**src/rtl/operand_skew_bank_if.sv**
```systemverilog
// Host load stream into the operand skew bank: element-at-a-time valid/ready transfer.
interface operand_skew_bank_if #(
  parameter int DW = 8
);
  logic          in_valid;
  logic [DW-1:0] in_data;
  logic          in_ready;

  modport master (output in_valid, output in_data, input  in_ready);
  modport slave  (input  in_valid, input  in_data, output in_ready);
endinterface

```
**src/rtl/operand_skew_bank.sv**
```systemverilog
// Stores a W (M x K) and X (K x P) operand pair, then replays them diagonally skewed
// onto N row/column lanes of an output-stationary systolic MAC array.
module operand_skew_bank #(
  parameter  int DW   = 8,
  parameter  int N    = 4,
  localparam int DIMW = $clog2(N + 1)
) (
  input  logic                clk,
  input  logic                rst_n,
  input  logic                clear,
  input  logic                cfg_valid,
  input  logic [DIMW-1:0]     rows_w,
  input  logic [DIMW-1:0]     cols_w,
  input  logic [DIMW-1:0]     rows_x,
  input  logic [DIMW-1:0]     cols_x,
  output logic                cfg_err,
  operand_skew_bank_if.slave  in_if,
  output logic [N*DW-1:0]     w_lane,
  output logic [N*DW-1:0]     x_lane,
  output logic [2*N-1:0]      lane_vld,
  output logic [N*N-1:0]      mac_en,
  output logic                mac_clr,
  output logic                done
);

  localparam int AW = (N > 1) ? $clog2(N * N) : 1;
  localparam int SW = $clog2(2 * N);

  typedef enum logic [2:0] {
    S_IDLE,
    S_LOAD_W,
    S_LOAD_X,
    S_STREAM,
    S_DONE
  } state_t;

  state_t          r_state;
  logic [DIMW-1:0] r_m, r_k, r_p;
  logic [DIMW-1:0] r_row, r_col;
  logic [SW-1:0]   r_step;
  logic [DW-1:0]   r_wmem [N*N];
  logic [DW-1:0]   r_xmem [N*N];

  logic            w_cfg_ok;
  logic            w_beat;
  logic [DIMW-1:0] w_nrows, w_ncols;
  logic [AW-1:0]   w_addr;
  logic [31:0]     w_mi, w_ki, w_pi, w_si, w_slast;
  logic [N*N-1:0]  w_mask;
  logic [N*DW-1:0] w_wl, w_xl;
  logic [2*N-1:0]  w_vld;

  assign w_cfg_ok = (rows_w != '0) && (rows_w <= DIMW'(N)) &&
                    (cols_w != '0) && (cols_w <= DIMW'(N)) &&
                    (cols_x != '0) && (cols_x <= DIMW'(N)) &&
                    (rows_x == cols_w);

  assign in_if.in_ready = (r_state == S_LOAD_W) || (r_state == S_LOAD_X);
  assign w_beat         = in_if.in_valid && in_if.in_ready;

  assign w_nrows = (r_state == S_LOAD_W) ? r_m : r_k;
  assign w_ncols = (r_state == S_LOAD_W) ? r_k : r_p;
  assign w_addr  = AW'(32'(r_row) * N + 32'(r_col));

  assign w_mi    = 32'(r_m);
  assign w_ki    = 32'(r_k);
  assign w_pi    = 32'(r_p);
  assign w_si    = 32'(r_step);
  assign w_slast = w_ki + N - 2;

  always_comb begin
    w_mask = '0;
    for (int unsigned i = 0; i < N; i++) begin
      for (int unsigned j = 0; j < N; j++) begin
        w_mask[i*N+j] = (i < w_mi) && (j < w_pi);
      end
    end
  end

  // Lane i lags the step counter by i cycles; out-of-range lanes stay zero and invalid.
  always_comb begin
    w_wl  = '0;
    w_xl  = '0;
    w_vld = '0;
    for (int unsigned i = 0; i < N; i++) begin
      if ((i < w_mi) && (w_si >= i) && ((w_si - i) < w_ki)) begin
        w_wl[i*DW +: DW] = r_wmem[AW'(i * N + (w_si - i))];
        w_vld[i]         = 1'b1;
      end
      if ((i < w_pi) && (w_si >= i) && ((w_si - i) < w_ki)) begin
        w_xl[i*DW +: DW] = r_xmem[AW'((w_si - i) * N + i)];
        w_vld[N+i]       = 1'b1;
      end
    end
  end

  always_ff @(posedge clk) begin
    if (w_beat) begin
      if (r_state == S_LOAD_W) r_wmem[w_addr] <= in_if.in_data;
      else                     r_xmem[w_addr] <= in_if.in_data;
    end
  end

  always_ff @(posedge clk or negedge rst_n) begin
    if (!rst_n) begin
      r_state  <= S_IDLE;
      r_m      <= '0;
      r_k      <= '0;
      r_p      <= '0;
      r_row    <= '0;
      r_col    <= '0;
      r_step   <= '0;
      cfg_err  <= 1'b0;
      w_lane   <= '0;
      x_lane   <= '0;
      lane_vld <= '0;
      mac_en   <= '0;
      mac_clr  <= 1'b0;
      done     <= 1'b0;
    end else if (clear) begin
      r_state  <= S_IDLE;
      r_row    <= '0;
      r_col    <= '0;
      r_step   <= '0;
      w_lane   <= '0;
      x_lane   <= '0;
      lane_vld <= '0;
      mac_en   <= '0;
      mac_clr  <= 1'b0;
      done     <= 1'b0;
    end else begin
      mac_clr  <= 1'b0;
      w_lane   <= '0;
      x_lane   <= '0;
      lane_vld <= '0;
      case (r_state)
        S_IDLE, S_DONE: begin
          mac_en <= '0;
          if (cfg_valid) begin
            if (w_cfg_ok) begin
              r_m     <= rows_w;
              r_k     <= cols_w;
              r_p     <= cols_x;
              r_row   <= '0;
              r_col   <= '0;
              r_step  <= '0;
              cfg_err <= 1'b0;
              done    <= 1'b0;
              r_state <= S_LOAD_W;
            end else begin
              cfg_err <= 1'b1;
            end
          end
        end
        S_LOAD_W, S_LOAD_X: begin
          if (w_beat) begin
            if (r_col == w_ncols - 1'b1) begin
              r_col <= '0;
              if (r_row == w_nrows - 1'b1) begin
                r_row <= '0;
                if (r_state == S_LOAD_W) begin
                  r_state <= S_LOAD_X;
                end else begin
                  r_state <= S_STREAM;
                  r_step  <= '0;
                  mac_clr <= 1'b1;
                  mac_en  <= w_mask;
                end
              end else begin
                r_row <= r_row + 1'b1;
              end
            end else begin
              r_col <= r_col + 1'b1;
            end
          end
        end
        S_STREAM: begin
          w_lane   <= w_wl;
          x_lane   <= w_xl;
          lane_vld <= w_vld;
          mac_en   <= w_mask;
          // mac_en stays high into the first DONE cycle so the last lane values get accumulated.
          if (w_si == w_slast) begin
            r_state <= S_DONE;
            done    <= 1'b1;
          end else begin
            r_step <= r_step + 1'b1;
          end
        end
        default: r_state <= S_IDLE;
      endcase
    end
  end

endmodule

```
**src/flat_wrapper.sv**
```systemverilog
// flat-port wrapper written by rule: the top's interface ports become plain ports
module operand_skew_bank_flat 
#(
  parameter  int DW   = 8,
  parameter  int N    = 4,
  localparam int DIMW = $clog2(N + 1)
)
  (clk, rst_n, clear, cfg_valid, rows_w, cols_w, rows_x, cols_x, cfg_err, w_lane, x_lane, lane_vld, mac_en, mac_clr, done, in_if_in_valid, in_if_in_data, in_if_in_ready);
  operand_skew_bank_if #(.DW(DW)) in_if_i ();
  input  logic clk;
  input  logic rst_n;
  input  logic clear;
  input  logic cfg_valid;
  input  logic [DIMW-1:0] rows_w;
  input  logic [DIMW-1:0] cols_w;
  input  logic [DIMW-1:0] rows_x;
  input  logic [DIMW-1:0] cols_x;
  output logic cfg_err;
  output logic [N*DW-1:0] w_lane;
  output logic [N*DW-1:0] x_lane;
  output logic [2*N-1:0] lane_vld;
  output logic [N*N-1:0] mac_en;
  output logic mac_clr;
  output logic done;
  input wire logic [$bits(in_if_i.in_valid)-1:0] in_if_in_valid;
  input wire logic [$bits(in_if_i.in_data)-1:0] in_if_in_data;
  output wire logic [$bits(in_if_i.in_ready)-1:0] in_if_in_ready;
  assign in_if_i.in_valid = in_if_in_valid;
  assign in_if_i.in_data = in_if_in_data;
  assign in_if_in_ready = in_if_i.in_ready;
  operand_skew_bank #(.DW(DW), .N(N)) u_core (.clk(clk), .rst_n(rst_n), .clear(clear), .cfg_valid(cfg_valid), .rows_w(rows_w), .cols_w(cols_w), .rows_x(rows_x), .cols_x(cols_x), .cfg_err(cfg_err), .in_if(in_if_i), .w_lane(w_lane), .x_lane(x_lane), .lane_vld(lane_vld), .mac_en(mac_en), .mac_clr(mac_clr), .done(done));
endmodule
```
**config.mk**
```make
export PLATFORM = sky130hd
export DESIGN_NAME = operand_skew_bank_flat
export DESIGN_NICKNAME = d
export VERILOG_FILES = /design/src/rtl/operand_skew_bank_if.sv /design/src/rtl/operand_skew_bank.sv /design/src/flat_wrapper.sv
export SDC_FILE = /design/constraint.sdc
export NUM_CORES = 1
export LEC_CHECK = 0
export CAP_MARGIN = 0
export CELL_PAD_IN_SITES_DETAIL_PLACEMENT = 2
export CELL_PAD_IN_SITES_GLOBAL_PLACEMENT = 2
export CORE_MARGIN = 2
export CORE_UTILIZATION = 43
export DETAILED_ROUTE_END_ITERATION = 8
export PLACE_DENSITY_LB_ADDON = 0.1
export RECOVER_POWER = 100
export SYNTH_ARGS = -nofsm -noshare
export SYNTH_HDL_FRONTEND = slang
export SYNTH_SLANG_ARGS = --single-unit
```
**constraint.sdc**
```tcl
create_clock -name clk -period 4.7 [get_ports clk]
set_input_delay 0.94 -clock clk [delete_from_list [all_inputs] [get_ports clk]]
set_output_delay 0.94 -clock clk [all_outputs]
set_load 0.1 [all_outputs]
```
==> results.txt <==
RSZ-0062 raised after global routing: no
Final Wtd Congestion: 0.766
Status: finished with violations
Max incr delay on CP: 750 ps
Avg Cell Area, Syn: 16.6 µm²
CTS tree: done
Tot Pwr: 7.09 mW
# DRC: 0
Pwr dens: 389 nW/µm²
DIE AREA: 37100 µm²
Global route total overflow: 0
Initial Utilization: 43.3%
Pins over their slew limit: 229
H-Tree Depth: 2
Post-synthesis simple-gate area fraction: 6.74%
# IOs: 117
Most common cell after layout, fill and taps aside: edfxtp_1
Number of global-route vias before repair: 9592
Post-synthesis mux area share: 15.0%
Hold Vio Cnt, Final: 0
Setup violations, final: 0
Synthesized instance count: 922
Critical Path Start Type: flip-flop
XOR/XNOR Fraction of Synth Area: 0.744%
Commonest cells after routing, fill and taps aside: edfxtp_1 (256), dfrtp_1 (111), dlygate4sd3_1 (102)
Max transition margin: -24.8%
Chip width: 193 µm
Die Ht: 193 µm
Syn Nets: 975
Post-synth EDFFs: 256
Core footprint: 35300 µm²
Synth top area share: 50.2%
IO Port Bufs: 116
Critical Path RT: 5110 ps
Worst EP arrival: 4450 ps
Nets: 1105
WL per Instance: 26.7 µm
WP buf/inv: 1
Worst path cell trace: nor3b_2, mux2i_1, ha_1, xnor2_1, a21oi_1, a211oi_1, a41oi_2, buf_4, or4_1, mux2_2
Largest net degree at the start of global routing: 54
Vias per cell: 5.68
Initial antenna violation count: 0
Initial DRC count: 586
# hold bufs at CTS: 0
Clock-pin slew on the worst setup and hold paths: 60 ps
Clock Path Buffers: 3
Hold Path Class: in2async
Resize count post-CTS: 0
Clock Sinks: 368
R2r startpoint: u_core.r_state[1]
Top post-synthesis cells by area: edfxtp_1 (50%), dfrtp_1 (18%), mux4_2 (14%)
# rows: 69
Clock root cell: clkbuf_16
Mapped cell area: 15300 µm²
Gr usage total: 23.1%
Fin crit share: 85.9%
Routed Antenna Nets: 0
Synth Area in Adders: 2.29%
Worst IR drop on VDD: 0.000282 V
Seq cells post-synth: 368
Clk_skew: 16.3 ps
Via count: 8783
Drt total wl: 41.2 mm
Worst path slowest cell: nor3b_2
Failing checks: capacitance limit, slew limit
Largest area contributor in the netlist: edfxtp_1
Layout area overhead: 19.3%
Setup Buffers After CTS: 0
Clock Latency Late Sink: 540 ps
Worst R2R Path Depth: 10
Reg-to-Reg End: u_core.r_step[0]
Critical path's top delay family: simple AND/OR/NAND/NOR gates
CP endpoint kind: flip-flop
Reg-to-reg slack, setup: 660 ps
Main combinational cell family by area after synthesis: multiplexers
Ant diodes: 0
Leakage dissipation: 6.85 nW
Syn. warnings: 0
Ys async rst share: 30.4%
Register area share after synthesis: 68.6%
Ratio of cells with drive above 1 in the final layout: 17.3%
Max Cap Violations: 7
Slew @ Worst Pin: 1870 ps
Netlist cell types: 54
Fmax achieved: 0.248 GHz
Compound-Gate Fraction of Synth Area: 4.70%
Setup TNS: 0 ps
First-pass GRT wire length: 62.4 mm
Number of iterations in the first detailed-routing pass: 4
Dpl hpwl: 26.8 mm
Num CTS Buffers: 41
CP Max Fanout: 33
Post-synth top flop: edfxtp_1
Tmin final: 4040 ps
Kind of critical path: reg2reg
-- how the worst max path moves through the flow --
stage | from | end | slack, ps | depth (start not counted)
2_1_floorplan | u_core.r_step[1] | u_core.w_lane[10] | 560 | 16
3_3_place_gp | u_core.r_state[2] | u_core.r_step[0] | 1030 | 10
4_1_cts | u_core.r_state[1] | u_core.r_step[0] | 870 | 10
5_1_grt | u_core.r_step[0] | u_core.w_lane[15] | 340 | 7
3_5_place_dp | u_core.r_state[2] | u_core.r_step[0] | 910 | 10
6_report | u_core.r_state[1] | u_core.r_step[0] | 660 | 10
-- Yosys cell counts (2+ instances only) --
library cell / number
ha_1: 28
nor2_1: 47
edfxtp_1: 256
o22ai_1: 2
inv_1: 22
dfrtp_1: 112
or2_2: 4
nand2_1: 90
and2_1: 5
a21oi_1: 44
and3_1: 17
buf_1: 13
o21bai_1: 2
clkbuf_1: 31
o41ai_1: 16
o21ai_0: 32
or3_1: 5
nand4_1: 2
nand2b_1: 5
buf_2: 2
a22o_1: 2
mux2_2: 8
clkinv_1: 4
o31ai_1: 2
nor3_1: 6
xnor2_1: 11
nor2b_1: 23
xor2_1: 2
a2111oi_0: 2
nand3_1: 4
mux4_2: 96
mux2i_1: 5
-- routing by layer --
metal	vias to the layer above	global-route usage (%)	routed length, µm
met3	57	3.00	1390
met4	0	5.90	859
met5	-	0	0
li1	3815	-	-
met1	4707	32.0	18500
met2	204	38.7	20500
-- report_power, final --
part	switching, mW	leakage, nW	internal (mW)
clock network	1.31	0.646	1.84
logic	0.278	2.36	0.117
registers	0.0455	3.84	3.51
-- cells by family after synthesis --
group / after synthesis
fa+ha+maj: 28
compound gates: 113
xor+xnor: 13
flops: 368
buf+inv: 74
mux: 109
simple gates: 217
-- worst register-to-register path: stages (launching register included) --
cell      delay, ps
dfrtp_1         510
nor3b_2         760
mux2i_1         390
ha_1            220
xnor2_1         150
a21oi_1          70
a211oi_1        470
a41oi_2         210
buf_4           270
or4_1           600
mux2_2          300
-- metrics by stage --
| stage | util, % | hold WS, ps | cells | instance area (µm²) | setup WS [ps] |
|---|---|---|---|---|---|
| 6_report | 51.7 | 489 | 1545 | 18300 | 661 |
| 5_1_grt | 51.7 | 536 | 1545 | 18300 | 336 |
| 4_1_cts | 51.9 | 502 | 1545 | 18300 | 866 |
| 3_5_place_dp | 48.1 | 500 | 1470 | 17000 | 905 |
| 3_3_place_gp | 48.1 | 490 | 1470 | 17000 | 1030 |
| 2_1_floorplan | - | 508 | 922 | 15300 | 563 |
-- state kept, by name, indices dropped and copies added, names as in the netlist, 8 cells and up --
| register | count |
|---|---|
| u_core.lane_vld | 8 |
| u_core.mac_en | 16 |
| u_core.r_wmem | 128 |
| u_core.r_xmem | 128 |
| u_core.w_lane | 32 |
| u_core.x_lane | 32 |
-- cell type report --
type | instances | area (µm²)
clock buffers | 56 | 1150
repair buffers | 135 | 1260
inverters | 26 | 97.6
well taps | 461 | 577
multi-input cells | 480 | 4510
clock inverters | 19 | 165
fillers | 3172 | 17100
flip-flops and latches | 368 | 10500
Power figures use the tool's default switching activity.
